===== config.mk =====
export PLATFORM = sky130hd
export DESIGN_NAME = multicycle_controller
export DESIGN_NICKNAME = d
export VERILOG_FILES = /design/src/rtl/multicycle_controller.sv
export SDC_FILE = /design/constraint.sdc
export NUM_CORES = 1
export LEC_CHECK = 0
export ABC_AREA = 1
export CAP_MARGIN = 25
export CORE_ASPECT_RATIO = 0.7
export CORE_MARGIN = 5
export CORE_UTILIZATION = 30
export DETAILED_ROUTE_END_ITERATION = 10
export DONT_BUFFER_PORTS = 1
export PLACE_DENSITY = 0.47
export SETUP_SLACK_MARGIN = 0.2
export SYNTH_ARGS = -nofsm -noshare
export SYNTH_HDL_FRONTEND = slang
export SYNTH_SLANG_ARGS = --single-unit

===== constraint.sdc =====
create_clock -name clk -period 3.75 [get_ports clk]
set_input_delay 0.1875 -clock clk [delete_from_list [all_inputs] [get_ports clk]]
set_output_delay 0.1875 -clock clk [all_outputs]
set_load 0.005 [all_outputs]

===== src/rtl/multicycle_controller.sv =====
// Multicycle MIPS control unit: Moore FSM sequencing fetch/decode/execute/memory/writeback
// over a shared ALU and unified memory, with a timed memory handshake.
module multicycle_controller #(
    parameter int WAIT_MAX   = 15,
    parameter bit ENABLE_BNE = 1'b1,
    parameter bit ENABLE_ORI = 1'b1
) (
    input  logic       clk,
    input  logic       reset_n,
    input  logic [5:0] opcode,
    input  logic       zero,
    input  logic       mem_ready,
    output logic       mem_req,
    output logic       iord,
    output logic       memwrite,
    output logic       irwrite,
    output logic       pcwrite,
    output logic       regdst,
    output logic       memtoreg,
    output logic       regwrite,
    output logic       alusrca,
    output logic [1:0] alusrcb,
    output logic [1:0] pcsrc,
    output logic [1:0] aluop,
    output logic       illegal_op,
    output logic       mem_err,
    output logic [3:0] state
);

    typedef enum logic [3:0] {
        S_FETCH    = 4'd0,
        S_DECODE   = 4'd1,
        S_MEMADR   = 4'd2,
        S_MEMREAD  = 4'd3,
        S_MEMWB    = 4'd4,
        S_MEMWRITE = 4'd5,
        S_EXECUTE  = 4'd6,
        S_ALUWB    = 4'd7,
        S_BRANCH   = 4'd8,
        S_ADDIEXEC = 4'd9,
        S_IMMWB    = 4'd10,
        S_JUMP     = 4'd11,
        S_ORIEXEC  = 4'd12
    } state_t;

    localparam logic [5:0] OP_RTYPE = 6'b000000;
    localparam logic [5:0] OP_LW    = 6'b100011;
    localparam logic [5:0] OP_SW    = 6'b101011;
    localparam logic [5:0] OP_BEQ   = 6'b000100;
    localparam logic [5:0] OP_BNE   = 6'b000101;
    localparam logic [5:0] OP_ADDI  = 6'b001000;
    localparam logic [5:0] OP_ORI   = 6'b001101;
    localparam logic [5:0] OP_J     = 6'b000010;

    localparam int            CW       = (WAIT_MAX > 0) ? $clog2(WAIT_MAX + 1) : 1;
    localparam logic [CW-1:0] WAIT_LIM = CW'(WAIT_MAX);

    state_t          state_q, state_d;
    logic [CW-1:0]   cnt_q, cnt_d;
    logic            mem_phase, abort;

    logic            mem_req_c, iord_c, memwrite_c, irwrite_c, pcwrite_c;
    logic            regdst_c, memtoreg_c, regwrite_c, alusrca_c;
    logic [1:0]      alusrcb_c, pcsrc_c, aluop_c;
    logic            illegal_c, mem_err_c;

    always_ff @(posedge clk) begin
        if (!reset_n) begin
            state_q <= S_FETCH;
            cnt_q   <= '0;
        end else begin
            state_q <= state_d;
            cnt_q   <= cnt_d;
        end
    end

    // mem_ready only matters in the three states that hold mem_req high.
    assign mem_phase = (state_q == S_FETCH) || (state_q == S_MEMREAD) || (state_q == S_MEMWRITE);
    assign abort     = (WAIT_MAX > 0) && mem_phase && !mem_ready && (cnt_q == WAIT_LIM);

    always_comb begin
        state_d    = state_q;
        mem_req_c  = 1'b0;
        iord_c     = 1'b0;
        memwrite_c = 1'b0;
        irwrite_c  = 1'b0;
        pcwrite_c  = 1'b0;
        regdst_c   = 1'b0;
        memtoreg_c = 1'b0;
        regwrite_c = 1'b0;
        alusrca_c  = 1'b0;
        alusrcb_c  = 2'b00;
        pcsrc_c    = 2'b00;
        aluop_c    = 2'b00;
        illegal_c  = 1'b0;
        mem_err_c  = 1'b0;

        case (state_q)
            S_FETCH: begin
                mem_req_c = 1'b1;
                alusrcb_c = 2'b01;
                if (mem_ready) begin
                    irwrite_c = 1'b1;
                    pcwrite_c = 1'b1;
                    state_d   = S_DECODE;
                end
            end
            S_DECODE: begin
                alusrcb_c = 2'b11;
                case (opcode)
                    OP_RTYPE:       state_d = S_EXECUTE;
                    OP_LW, OP_SW:   state_d = S_MEMADR;
                    OP_BEQ, OP_BNE: state_d = S_BRANCH;
                    OP_ADDI:        state_d = S_ADDIEXEC;
                    OP_J:           state_d = S_JUMP;
                    OP_ORI: begin
                        if (ENABLE_ORI) begin
                            state_d = S_ORIEXEC;
                        end else begin
                            illegal_c = 1'b1;
                            state_d   = S_FETCH;
                        end
                    end
                    default: begin
                        illegal_c = 1'b1;
                        state_d   = S_FETCH;
                    end
                endcase
            end
            S_MEMADR: begin
                alusrca_c = 1'b1;
                alusrcb_c = 2'b10;
                state_d   = (opcode == OP_SW) ? S_MEMWRITE : S_MEMREAD;
            end
            S_MEMREAD: begin
                mem_req_c = 1'b1;
                iord_c    = 1'b1;
                if (mem_ready) state_d = S_MEMWB;
            end
            S_MEMWB: begin
                regwrite_c = 1'b1;
                memtoreg_c = 1'b1;
                state_d    = S_FETCH;
            end
            S_MEMWRITE: begin
                mem_req_c  = 1'b1;
                iord_c     = 1'b1;
                memwrite_c = 1'b1;
                if (mem_ready) state_d = S_FETCH;
            end
            S_EXECUTE: begin
                alusrca_c = 1'b1;
                aluop_c   = 2'b10;
                state_d   = S_ALUWB;
            end
            S_ALUWB: begin
                regwrite_c = 1'b1;
                regdst_c   = 1'b1;
                state_d    = S_FETCH;
            end
            S_BRANCH: begin
                alusrca_c = 1'b1;
                aluop_c   = 2'b01;
                pcsrc_c   = 2'b01;
                pcwrite_c = (ENABLE_BNE && (opcode == OP_BNE)) ? !zero : zero;
                state_d   = S_FETCH;
            end
            S_ADDIEXEC, S_ORIEXEC: begin
                alusrca_c = 1'b1;
                alusrcb_c = 2'b10;
                aluop_c   = (state_q == S_ORIEXEC) ? 2'b11 : 2'b00;
                state_d   = S_IMMWB;
            end
            S_IMMWB: begin
                regwrite_c = 1'b1;
                state_d    = S_FETCH;
            end
            S_JUMP: begin
                pcsrc_c   = 2'b10;
                pcwrite_c = 1'b1;
                state_d   = S_FETCH;
            end
            default: state_d = S_FETCH;
        endcase

        if (abort) begin
            mem_err_c  = 1'b1;
            irwrite_c  = 1'b0;
            pcwrite_c  = 1'b0;
            regwrite_c = 1'b0;
            state_d    = S_FETCH;
        end
    end

    // Counter restarts on every state change (and on an abort back into FETCH) and saturates at the limit.
    always_comb begin
        cnt_d = cnt_q;
        if ((state_d != state_q) || abort) begin
            cnt_d = '0;
        end else if (mem_phase && !mem_ready && (cnt_q != WAIT_LIM)) begin
            cnt_d = cnt_q + CW'(1);
        end
    end

    assign mem_req    = reset_n & mem_req_c;
    assign iord       = reset_n & iord_c;
    assign memwrite   = reset_n & memwrite_c;
    assign irwrite    = reset_n & irwrite_c;
    assign pcwrite    = reset_n & pcwrite_c;
    assign regdst     = reset_n & regdst_c;
    assign memtoreg   = reset_n & memtoreg_c;
    assign regwrite   = reset_n & regwrite_c;
    assign alusrca    = reset_n & alusrca_c;
    assign alusrcb    = {2{reset_n}} & alusrcb_c;
    assign pcsrc      = {2{reset_n}} & pcsrc_c;
    assign aluop      = {2{reset_n}} & aluop_c;
    assign illegal_op = reset_n & illegal_c;
    assign mem_err    = reset_n & mem_err_c;
    assign state      = reset_n ? state_q : 4'd0;

endmodule


==> flow_metrics.py, run 1 <==
metrics = {
    "sta": {
        "setup_tns_ns": 0,
        "drv_slew": 0,
        "rsz0062_at_grt": "no",
        "finalCriticalPeriod_ns": 1.74,
        "period_share_pct": 46.3,
        "max_slew_margin_pct": 64.4,
        "skew_ns": 0.00375,
        "setup_viol": 0,
        "hold_viol_final": 0,
        "hold_ws_ns": 0.195,
        "max_slew.worst_pin.slew_ns": 0.530,
        "clock.fmax_mhz": 576,
    },
    "power_and_ir_drop": {
        "totalPowerFinal_uw": 238,
        "peakVddDrop_uv": 147,
        "p_leak_uw": 0.000501,
        "p_per_area_nw_per_um2": 246,
    },
    "layout": {
        "nNetsFinal": 171,
        "multi_input_area_um2": 621,
        "syn2layout_area_growth_pct": 7.38,
        "drive_gt1_share_pct": 10.8,
        "n_antenna_cell": 0,
        "fillers": 319,
        "final_common_cell": "nand2_1",
        "final_cell_mix": "40 x nand2_1, 28 x nor2_1, 23 x inv_1",
        "register_area_um2": 160,
    },
    "worst_setup_path": {
        "critPathBufInv": 1,
        "cp-startpoint": "state_q[1]$_SDFF_PN0_",
        "critical_path_required_ns": 3.56,
        "crit_chain": "nand2_1 > inv_1 > nand2_1 > nand3_4 > nand4_2 > nor2_1",
        "cp_max_fo": 8,
        "worstPathArrival_ns": 1.55,
        "rr_startpoint": "state_q[1]$_SDFF_PN0_",
        "critPathCaptureType": "output port",
        "max_stage_delay_ns": 0.55,
        "rrSetupSlack_ns": 2.30,
        "r2r-end": "cnt_q[2]$_SDFFE_PP0P_",
        "endpoint": "mem_err",
        "crit_slowest_cell": "dfxtp_1",
        "reg2regPathDepth": 7,
        "startpoint_type": "flop",
        "cpLargestDelayFamily": "simple AND/OR/NAND/NOR gates",
        "cpMostUsedCell": "nand2_1",
        "cp.depth": 6,
        "criticalPathCategory": "flop to output port",
    },
    "floorplanning": {
        "start_util_pct": 31.6,
        "die_area_um2": 4210,
        "ios": 31,
        "num_rows": 16,
        "core_um2": 2840,
        "die_x_um": 75.4,
        "die_h_um": 55.8,
    },
    "drt": {
        "ant_nets": 0,
        "routedWlPerCell_um": 13.1,
        "drt_pass1_iterations": 4,
        "avgViaCountPerCell": 5.12,
        "routed_wirelength_um": 2550,
        "initialDrtViolationCount": 94,
        "num_vias": 993,
        "drc": 0,
    },
    "clocking": {
        "clk_latency_ns": 0.23,
        "clockBufferDepth": 2,
        "postCtsSetupBuffers": 0,
        "cts_buffers": 3,
        "tritoncts": "built",
        "htreeDepth": 1,
        "clock_sinks": 8,
        "cts-root-buf": "clkbuf_8",
        "hold_buffers": 0,
        "ctsResizeCount": 0,
        "clkTransAtPathRegs_ns": 0.04,
    },
    "status": {
        "status": "finished, final reports clean",
    },
    "yosys": {
        "syn_avg_cell_area_um2": 5.69,
        "yosys.cell_types.count": 27,
        "synth_cells": 158,
        "async_reset_ff_share_pct": 0,
        "synth_area_um2": 898,
        "synth_top_area_share_pct": 17.8,
        "ys_ff_latch": 8,
        "synth_edf_count": 0,
        "syn-num-nets": 169,
        "yosysTopAreaCell": "dfxtp_1",
        "ys_seq_area_share_pct": 17.8,
        "synthFlopType": "dfxtp_1",
        "yosys_warnings": 0,
        "synthTopCellsByArea": "dfxtp_1 18%, nand2_1 17%, nor2_1 12%",
    },
    "placement": {
        "place_congestion": 0.905,
        "hpwl_um": 2080,
        "portBuffers": 0,
    },
    "grt": {
        "grt-busiest-layer": "met1",
        "use_met1_pct": 19.3,
        "grtUsageTotal_pct": 13.0,
        "antenna_found_initial": 0,
        "grt_pass1_wl_um": 4240,
        "grt_pass1_vias": 872,
        "overflow": 0,
        "met3_usage_pct": 5.05,
        "grt_max_degree": 20,
        "grt_util_met2_pct": 16.2,
    },
    "run": {
        "drv_cap": 0,
    },
    "min_path": {
        "hp-start": "reset_n",
        "min_path_type": "primary input to flop",
    },
}
[routing by layer]
metal / share of wire [%] / wire, µm
met1: 50 / 1260
met2: 40 / 1030
met3: 8.8 / 224
met4: 1.2 / 31
met5: 0 / 0
[synthesized netlist by cell type, types with 2 or more instances]
cell type and instances:
nand2_1 40, nor3_1 2, inv_2 2, inv_1 23, nor2_2 2, o21ai_1 2
nor2_1 28, a21oi_1 8, dfxtp_1 8, o21ai_0 2, nor2_4 4, nand3_1 15
nand4_1 8
[sequential cells by signal, indices dropped and copies added, names as in the netlist]
register	cells
cnt_q	4
state_q	4
[power breakdown]
part           internal (µW)  total [µW]  switching, µW
combinational           12.8        43.3           30.6
sequential              87.6        90.8           3.17
clock                   69.5         104           34.1
total                    170         238           67.8
[through the flow]
| stage | utilization (%) | setup slack [ns] | instance area, µm² | instances |
|---|---|---|---|---|
| after global routing | 33.9 | 1.84 | 965 | 194 |
| after global placement | 32.5 | 2.29 | 923 | 191 |
| after detailed placement | 32.5 | 2.26 | 923 | 191 |
| final | 33.9 | 2.01 | 965 | 194 |
| after floorplan | - | 2.50 | 898 | 158 |
| after CTS | 33.9 | 2.01 | 965 | 194 |
[cells by family (layout without fill, tap and decap cells)]
logic type	Yosys count	in the layout	synth area share (%)
AND/OR/NAND/NOR	106	106	59.3
buffers and inverters	29	29	13.1
AO/OA/AOI/OAI	14	14	8.36
flip-flops	8	8	17.8
adder cells (fa/ha/maj)	1	1	1.39
[worst register-to-register path: cells and delay by family (launching register included)]
kind / cells / cell delay, ns
AO/OA/AOI/OAI: 1 / 0.15
buffers and inverters: 1 / 0.13
flip-flops: 1 / 0.55
AND/OR/NAND/NOR: 5 / 0.53
[layout make-up]
cell class	count	share of cell area, %
Clock buffer	3	4.28
Inverter	26	10.1
Multi-Input combinational cell	121	64.3
Sequential cell	8	16.6
Tap cell	36	4.67
[how the worst min path moves through the flow]
stage                             to  slack [ns]  cells past startpoint
2_1_floorplan  cnt_q[0]$_SDFFE_PP0P_        0.46                      1
3_3_place_gp   cnt_q[1]$_SDFFE_PP0P_        0.44                      2
6_report       cnt_q[1]$_SDFFE_PP0P_        0.19                      2
5_1_grt        cnt_q[1]$_SDFFE_PP0P_        0.20                      2
4_1_cts        cnt_q[2]$_SDFFE_PP0P_        0.19                      2
3_5_place_dp   cnt_q[3]$_SDFFE_PP0P_        0.43                      2
No activity file was read; power rests on OpenSTA's default activity.
==> run 2: changes to the inputs <==
==> constraint.sdc (replaced) <==
create_clock -name clk -period 1.75 [get_ports clk]
set_input_delay 0.0875 -clock clk [delete_from_list [all_inputs] [get_ports clk]]
set_output_delay 0.0875 -clock clk [all_outputs]
set_load 0.005 [all_outputs]
==> run 2 against run 1 <==
Net effect: total power increased by 110%; count of clock-buffer cells in the layout stayed put; sequential cell count is the same; register-to-register slack worse by 1.8 ns; die area unchanged; global-route usage decreased by 0.51 points; critical path depth did not move.
==> flow_metrics.py, run 2 (synthesis gave the netlist of run 1 again) <==
metrics = {
    "status": {
        "status": "finished, final reports clean",
    },
    "power_and_ir_drop": {
        "power_frac_clock_pct": 42.4,
        "seq_power_share_pct": 38.8,
        "totalPowerFinal_uw": 498,
        "peakVddDrop_uv": 328,
        "p_sw_uw": 134,
        "switching_share_pct": 26.9,
        "p_per_area_nw_per_um2": 501,
        "p_leak_uw": 0.000511,
        "p_int_uw": 364,
        "combPwrFrac_pct": 18.8,
    },
    "worst_setup_path": {
        "rr_startpoint": "state_q[1]$_SDFF_PN0_",
        "max_stage_delay_ns": 0.41,
        "cp_max_fo": 8,
        "cp-startpoint": "state_q[1]$_SDFF_PN0_",
        "reg2regPathDepth": 7,
        "r2r-end": "cnt_q[2]$_SDFFE_PP0P_",
        "critPathCaptureType": "output port",
        "startpoint_type": "flop",
        "cpMostUsedCell": "nand2_1",
        "endpoint": "mem_err",
        "criticalPathCategory": "flop to output port",
        "crit_slowest_cell": "dfxtp_4",
        "worstPathArrival_ns": 1.36,
        "critical_path_required_ns": 1.66,
        "rrSetupSlack_ns": 0.49,
        "crit_chain": "nand2_1 > inv_1 > nand2_1 > nand3_4 > nand4_2 > nor2_1",
    },
    "sta": {
        "max_slew.worst_pin.slew_ns": 0.367,
        "drv_slew": 0,
        "rsz0062_at_grt": "yes",
        "clock.fmax_mhz": 691,
        "setup_viol": 0,
        "hold_viol_final": 0,
        "period_share_pct": 82.7,
        "skew_ns": 0.00269,
        "setup_tns_ns": 0,
        "finalCriticalPeriod_ns": 1.45,
        "max_slew_margin_pct": 75.4,
    },
    "floorplanning": {
        "start_util_pct": 31.6,
        "core_um2": 2840,
        "num_rows": 16,
        "die_x_um": 75.4,
        "die_area_um2": 4210,
        "die_h_um": 55.8,
        "ios": 31,
    },
    "drt": {
        "initialDrtViolationCount": 80,
        "num_vias": 975,
        "ant_nets": 0,
        "routedWlPerCell_um": 12.9,
        "routed_wirelength_um": 2510,
        "avgViaCountPerCell": 5.00,
        "drt_pass1_iterations": 4,
        "drc": 0,
    },
    "clocking": {
        "htreeDepth": 1,
        "postCtsSetupBuffers": 0,
        "clkTransAtPathRegs_ns": 0.04,
        "clock_sinks": 8,
        "clockBufferDepth": 2,
        "cts_buffers": 3,
        "tritoncts": "built",
        "hold_buffers": 0,
        "cts-root-buf": "clkbuf_8",
        "clk_latency_ns": 0.22,
    },
    "layout": {
        "reg_top3": "cnt_q: 4 flops, state_q: 4 flops",
        "fillers": 333,
        "final_cell_mix": "40 x nand2_1, 28 x nor2_1, 22 x inv_1",
        "drive_gt1_share_pct": 15.1,
        "final_common_cell": "nand2_1",
        "n_antenna_cell": 0,
        "nNetsFinal": 172,
        "syn2layout_area_growth_pct": 10.4,
    },
    "grt": {
        "antenna_found_initial": 0,
        "grt_max_degree": 13,
        "grt_pass1_vias": 916,
        "grt_pass1_wl_um": 4270,
        "grtUsageTotal_pct": 12.5,
        "overflow": 0,
    },
    "placement": {
        "portBuffers": 0,
        "place_congestion": 0.885,
        "hpwl_um": 2150,
    },
    "min_path": {
        "min_path_type": "primary input to flop",
        "hold_depth": 2,
    },
    "run": {
        "drv_cap": 0,
    },
}
## run 2: worst min-delay path by stage
stage,slack (ns),start,end
CTS,0.1,reset_n,cnt_q[1]$_SDFFE_PP0P_
floorplan,0.31,mem_ready,irwrite
global placement,0.26,reset_n,regwrite
global route,0.12,reset_n,cnt_q[3]$_SDFFE_PP0P_
finish,0.10,reset_n,cnt_q[1]$_SDFFE_PP0P_
detailed placement,0.27,reset_n,state[2]
## run 2: routing by layer
| layer | track usage, % | vias to the layer above | share of wire [%] |
|---|---|---|---|
| met3 | 3.43 | 0 | 8.2 |
| met5 | 0 | - | 0 |
| met1 | 18.8 | 438 | 50 |
| met2 | 17.5 | 27 | 42 |
| li1 | - | 510 | - |
| met4 | 2.24 | 0 | 0 |
## run 2: power by group through the flow
stage,clock (µW),combinational [µW],sequential [µW]
2_1_floorplan,0,78.4,195
3_3_place_gp,0,93.0,197
3_5_place_dp,0,92.8,197
4_1_cts,218,93.3,194
5_1_grt,227,107,194
6_report,211,93.4,193
## run 2: cell type report
cell class / instances / area [µm²] / area share, %
inverters: 26 / 97.6 / 9.84
multi-input cells: 121 / 631 / 63.6
flip-flops and latches: 8 / 170 / 17.2
clock buffers: 3 / 41.3 / 4.16
repair buffers: 1 / 7.51 / 0.757
well taps: 36 / 45.0 / 4.54
## run 2: per-stage QoR
step | hold WS [ns] | utilization [%] | area, µm² | setup slack, ns | std cells
after floorplan | 0.311 | - | 898 | 0.553 | 158
after global placement | 0.264 | 32.7 | 931 | 0.368 | 192
after detailed placement | 0.268 | 32.7 | 931 | 0.331 | 192
after CTS | 0.0986 | 34.3 | 975 | 0.192 | 195
after global routing | 0.120 | 34.9 | 992 | 0.174 | 195
final | 0.103 | 34.9 | 992 | 0.302 | 195
## run 2: worst max-delay path, delay by kind of cell (launching register included)
family,cells,cell delay [ns]
simple gates,5,0.62
buf+inv,1,0.11
flops,1,0.41
## run 2: repair_timing
action	CTS	global route
setup endpoints to repair	4	5
gates resized for setup	2	7
pin swaps	0	0
cloned	0	0
==> run 3: changes to the inputs <==
--- a/config.mk
+++ b/config.mk
@@ -5,7 +5,7 @@
 export SDC_FILE = /design/constraint.sdc
 export NUM_CORES = 1
 export LEC_CHECK = 0
-export ABC_AREA = 1
+export ABC_AREA = 0
 export CAP_MARGIN = 25
 export CORE_ASPECT_RATIO = 0.7
 export CORE_MARGIN = 5
==> constraint.sdc (replaced) <==
create_clock -name clk -period 1.5 [get_ports clk]
set_input_delay 0.075 -clock clk [delete_from_list [all_inputs] [get_ports clk]]
set_output_delay 0.075 -clock clk [all_outputs]
set_load 0.005 [all_outputs]
==> run 3 against run 2 <==
Net effect: the flow now finishes with violations (hold timing, setup timing); clock power increased by 34%; count of clock-buffer cells in the layout stayed put; total power is 53% higher; register-to-register slack worse by 0.71 ns; final cell count rose by 20%; via count increased by 36%; sequential cell count did not move; non-clock buffer count rose by 40; first-iteration DRC count down 48%; routed wire length up 56%; critical path type is now flop to flop; highest routed layer is now met4.
==> flow_metrics.py, run 3 <==
metrics = {
    "drt": {
        "routedWlPerCell_um": 16.7,
        "num_vias": 1322,
        "initialDrtViolationCount": 42,
        "ant_nets": 0,
        "drt_pass1_iterations": 4,
        "drc": 0,
        "avgViaCountPerCell": 5.65,
        "routed_wirelength_um": 3920,
    },
    "worst_setup_path": {
        "startpoint_type": "flop",
        "worstPathArrival_ns": 1.87,
        "critPathCaptureType": "flop",
        "critical_path_required_ns": 1.65,
        "criticalPathCategory": "flop to flop",
        "cp_max_fo": 6,
    },
    "yosys": {
        "ys_ff_latch": 8,
        "yosys-top-cells-count": "19 x nor2_1, 15 x nor3_1, 13 x nand2_1",
        "yosys_warnings": 0,
        "synthTopCellsByArea": "dfxtp_1 15%, nor3_1 7.0%, nor2_1 6.7%",
        "synth_area_um2": 1070,
        "ys_seq_area_share_pct": 14.9,
        "syn-num-nets": 163,
        "synthFlopType": "dfxtp_1",
        "synth_edf_count": 0,
        "async_reset_ff_share_pct": 0,
        "yosys.cell_types.count": 53,
        "yosysMostFrequentCell": "nor2_1",
        "synth_cells": 152,
        "syn_avg_cell_area_um2": 7.05,
        "synth_top_area_share_pct": 14.9,
        "yosysTopAreaCell": "dfxtp_1",
    },
    "grt": {
        "grtUsageTotal_pct": 16.5,
        "use_met1_pct": 22.2,
        "grt_pass1_wl_um": 6380,
        "overflow": 0,
        "grt_max_degree": 14,
        "grt_pass1_vias": 1323,
        "grt-busiest-layer": "met2",
        "met3_usage_pct": 2.56,
        "antenna_found_initial": 0,
        "grt_util_met2_pct": 27.5,
    },
    "clocking": {
        "hold_buffers": 0,
        "tritoncts": "built",
        "cts_buffers": 3,
        "clk_latency_ns": 0.24,
        "htreeDepth": 1,
        "clkTransAtPathRegs_ns": 0.05,
        "cts-root-buf": "clkbuf_8",
        "clockBufferDepth": 2,
        "clock_sinks": 8,
    },
    "sta": {
        "clock.fmax_mhz": 581,
        "hold_viol_final": 1,
        "drv_slew": 0,
        "hold_ws_ns": -0.00154,
        "max_slew.worst_pin.slew_ns": 0.431,
        "setup_viol": 12,
        "postLayoutSetupSlackWorst_ns": -0.222,
        "skew_ns": 0.00213,
        "max_slew_margin_pct": 70.9,
        "finalCriticalPeriod_ns": 1.72,
        "period_share_pct": 115,
        "rsz0062_at_grt": "yes",
    },
    "layout": {
        "final_common_cell": "buf_4",
        "fin_area_um2": 1730,
        "drive_gt1_share_pct": 51.1,
        "final_cell_mix": "30 x buf_4, 11 x nor2_1, 10 x nand2_1, 10 x nor3_1, 9 x buf_6",
        "final_cells": 234,
        "nNetsFinal": 197,
        "syn2layout_area_growth_pct": 61.5,
        "fillers": 340,
        "reg_top3": "cnt_q: 4 flops, state_q: 4 flops",
        "multi_input_area_um2": 1080,
        "register_area_um2": 175,
        "n_antenna_cell": 0,
        "fin_util_pct": 49.6,
    },
    "power_and_ir_drop": {
        "p_per_area_nw_per_um2": 441,
        "peakVddDrop_uv": 197,
        "p_leak_uw": 0.000695,
        "p_int_uw": 523,
        "p_sw_uw": 240,
        "seq_power_share_pct": 29.6,
        "power_frac_clock_pct": 37.0,
        "combPwrFrac_pct": 33.4,
        "switching_share_pct": 31.5,
    },
    "floorplanning": {
        "core_um2": 3490,
        "num_rows": 18,
        "ios": 31,
        "die_h_um": 60.0,
        "start_util_pct": 30.7,
        "die_area_um2": 4890,
        "die_x_um": 81.5,
    },
    "placement": {
        "portBuffers": 0,
        "placed_area_um2": 1380,
        "dp_cells": 226,
        "hpwl_um": 2770,
        "place_congestion": 0.849,
        "dp_slack_ns": -0.400,
    },
    "run": {
        "drv_cap": 0,
    },
    "min_path": {
        "min_path_type": "primary input to flop",
    },
    "status": {
        "violations": "hold timing, setup timing",
        "status": "finished, violations left",
    },
}
==> run 3: cells by family after synthesis <==
family	Yosys count	synth area share (%)
AO/OA/AOI/OAI	33	24.3
multiplexers	2	1.87
adder cells (fa/ha/maj)	1	1.17
buffers and inverters	15	5.83
XOR/XNOR	7	6.42
AND/OR/NAND/NOR	86	45.5
flip-flops	8	14.9
==> run 3: per-layer routing <==
layer	vias up	part of all wire (%)
li1	619	-
met1	654	45
met2	42	48
met3	7	6.0
met4	0	1.5
met5	-	0
==> run 3: power groups by stage <==
stage          Combinational [µW]  Clock, µW  Sequential [µW]
2_1_floorplan                 140          0              230
3_3_place_gp                  192          0              232
3_5_place_dp                  194          0              233
4_1_cts                       233        286              229
5_1_grt                       276        292              227
6_report                      255        282              226
==> run 3: path summary, 6_finish.rpt <==
path / start / to / slack [ns] / cells after the start
setup reg to reg: state_q[0]$_SDFF_PN0_ / cnt_q[2]$_SDFFE_PP0P_ / -0.22 / 7
hold / removal: reset_n / state_q[3]$_SDFF_PN0_ / -0.002 / 2
hold reg to reg: cnt_q[3]$_SDFFE_PP0P_ / cnt_q[3]$_SDFFE_PP0P_ / 0.63 / 2
setup / recovery: state_q[0]$_SDFF_PN0_ / cnt_q[2]$_SDFFE_PP0P_ / -0.22 / 7
==> run 3: area by class of cell <==
type | count | area share (%)
multi-input cells | 129 | 62.4
well taps | 50 | 3.61
flip-flops and latches | 8 | 10.1
inverters | 3 | 0.650
repair buffers | 41 | 20.9
clock buffers | 3 | 2.38
==> run 3: per-stage QoR <==
stage | power [µW] | TNS [ns]
floorplan | 370 | -0.618
global placement | 425 | -1.83
detailed placement | 427 | -1.93
CTS | 748 | -1.58
global route | 795 | -2.71
finish | 763 | -1.65
==> run 3: worst max-delay path: stages, from the launching register on <==
cell,delay (ns)
dfxtp_4,0.41
buf_6,0.13
and4bb_2,0.27
a221oi_2,0.04
a21o_1,0.23
a221oi_2,0.21
a21oi_2,0.13
nor4_2,0.21
==> run 3: what timing repair did <==
action                                 4_1_cts  5_1_grt
resized for setup                           45       23
pin swaps                                   13        8
endpoints found under the hold margin        0        0
setup buffers                                1        4
setup endpoints to repair                   25       24
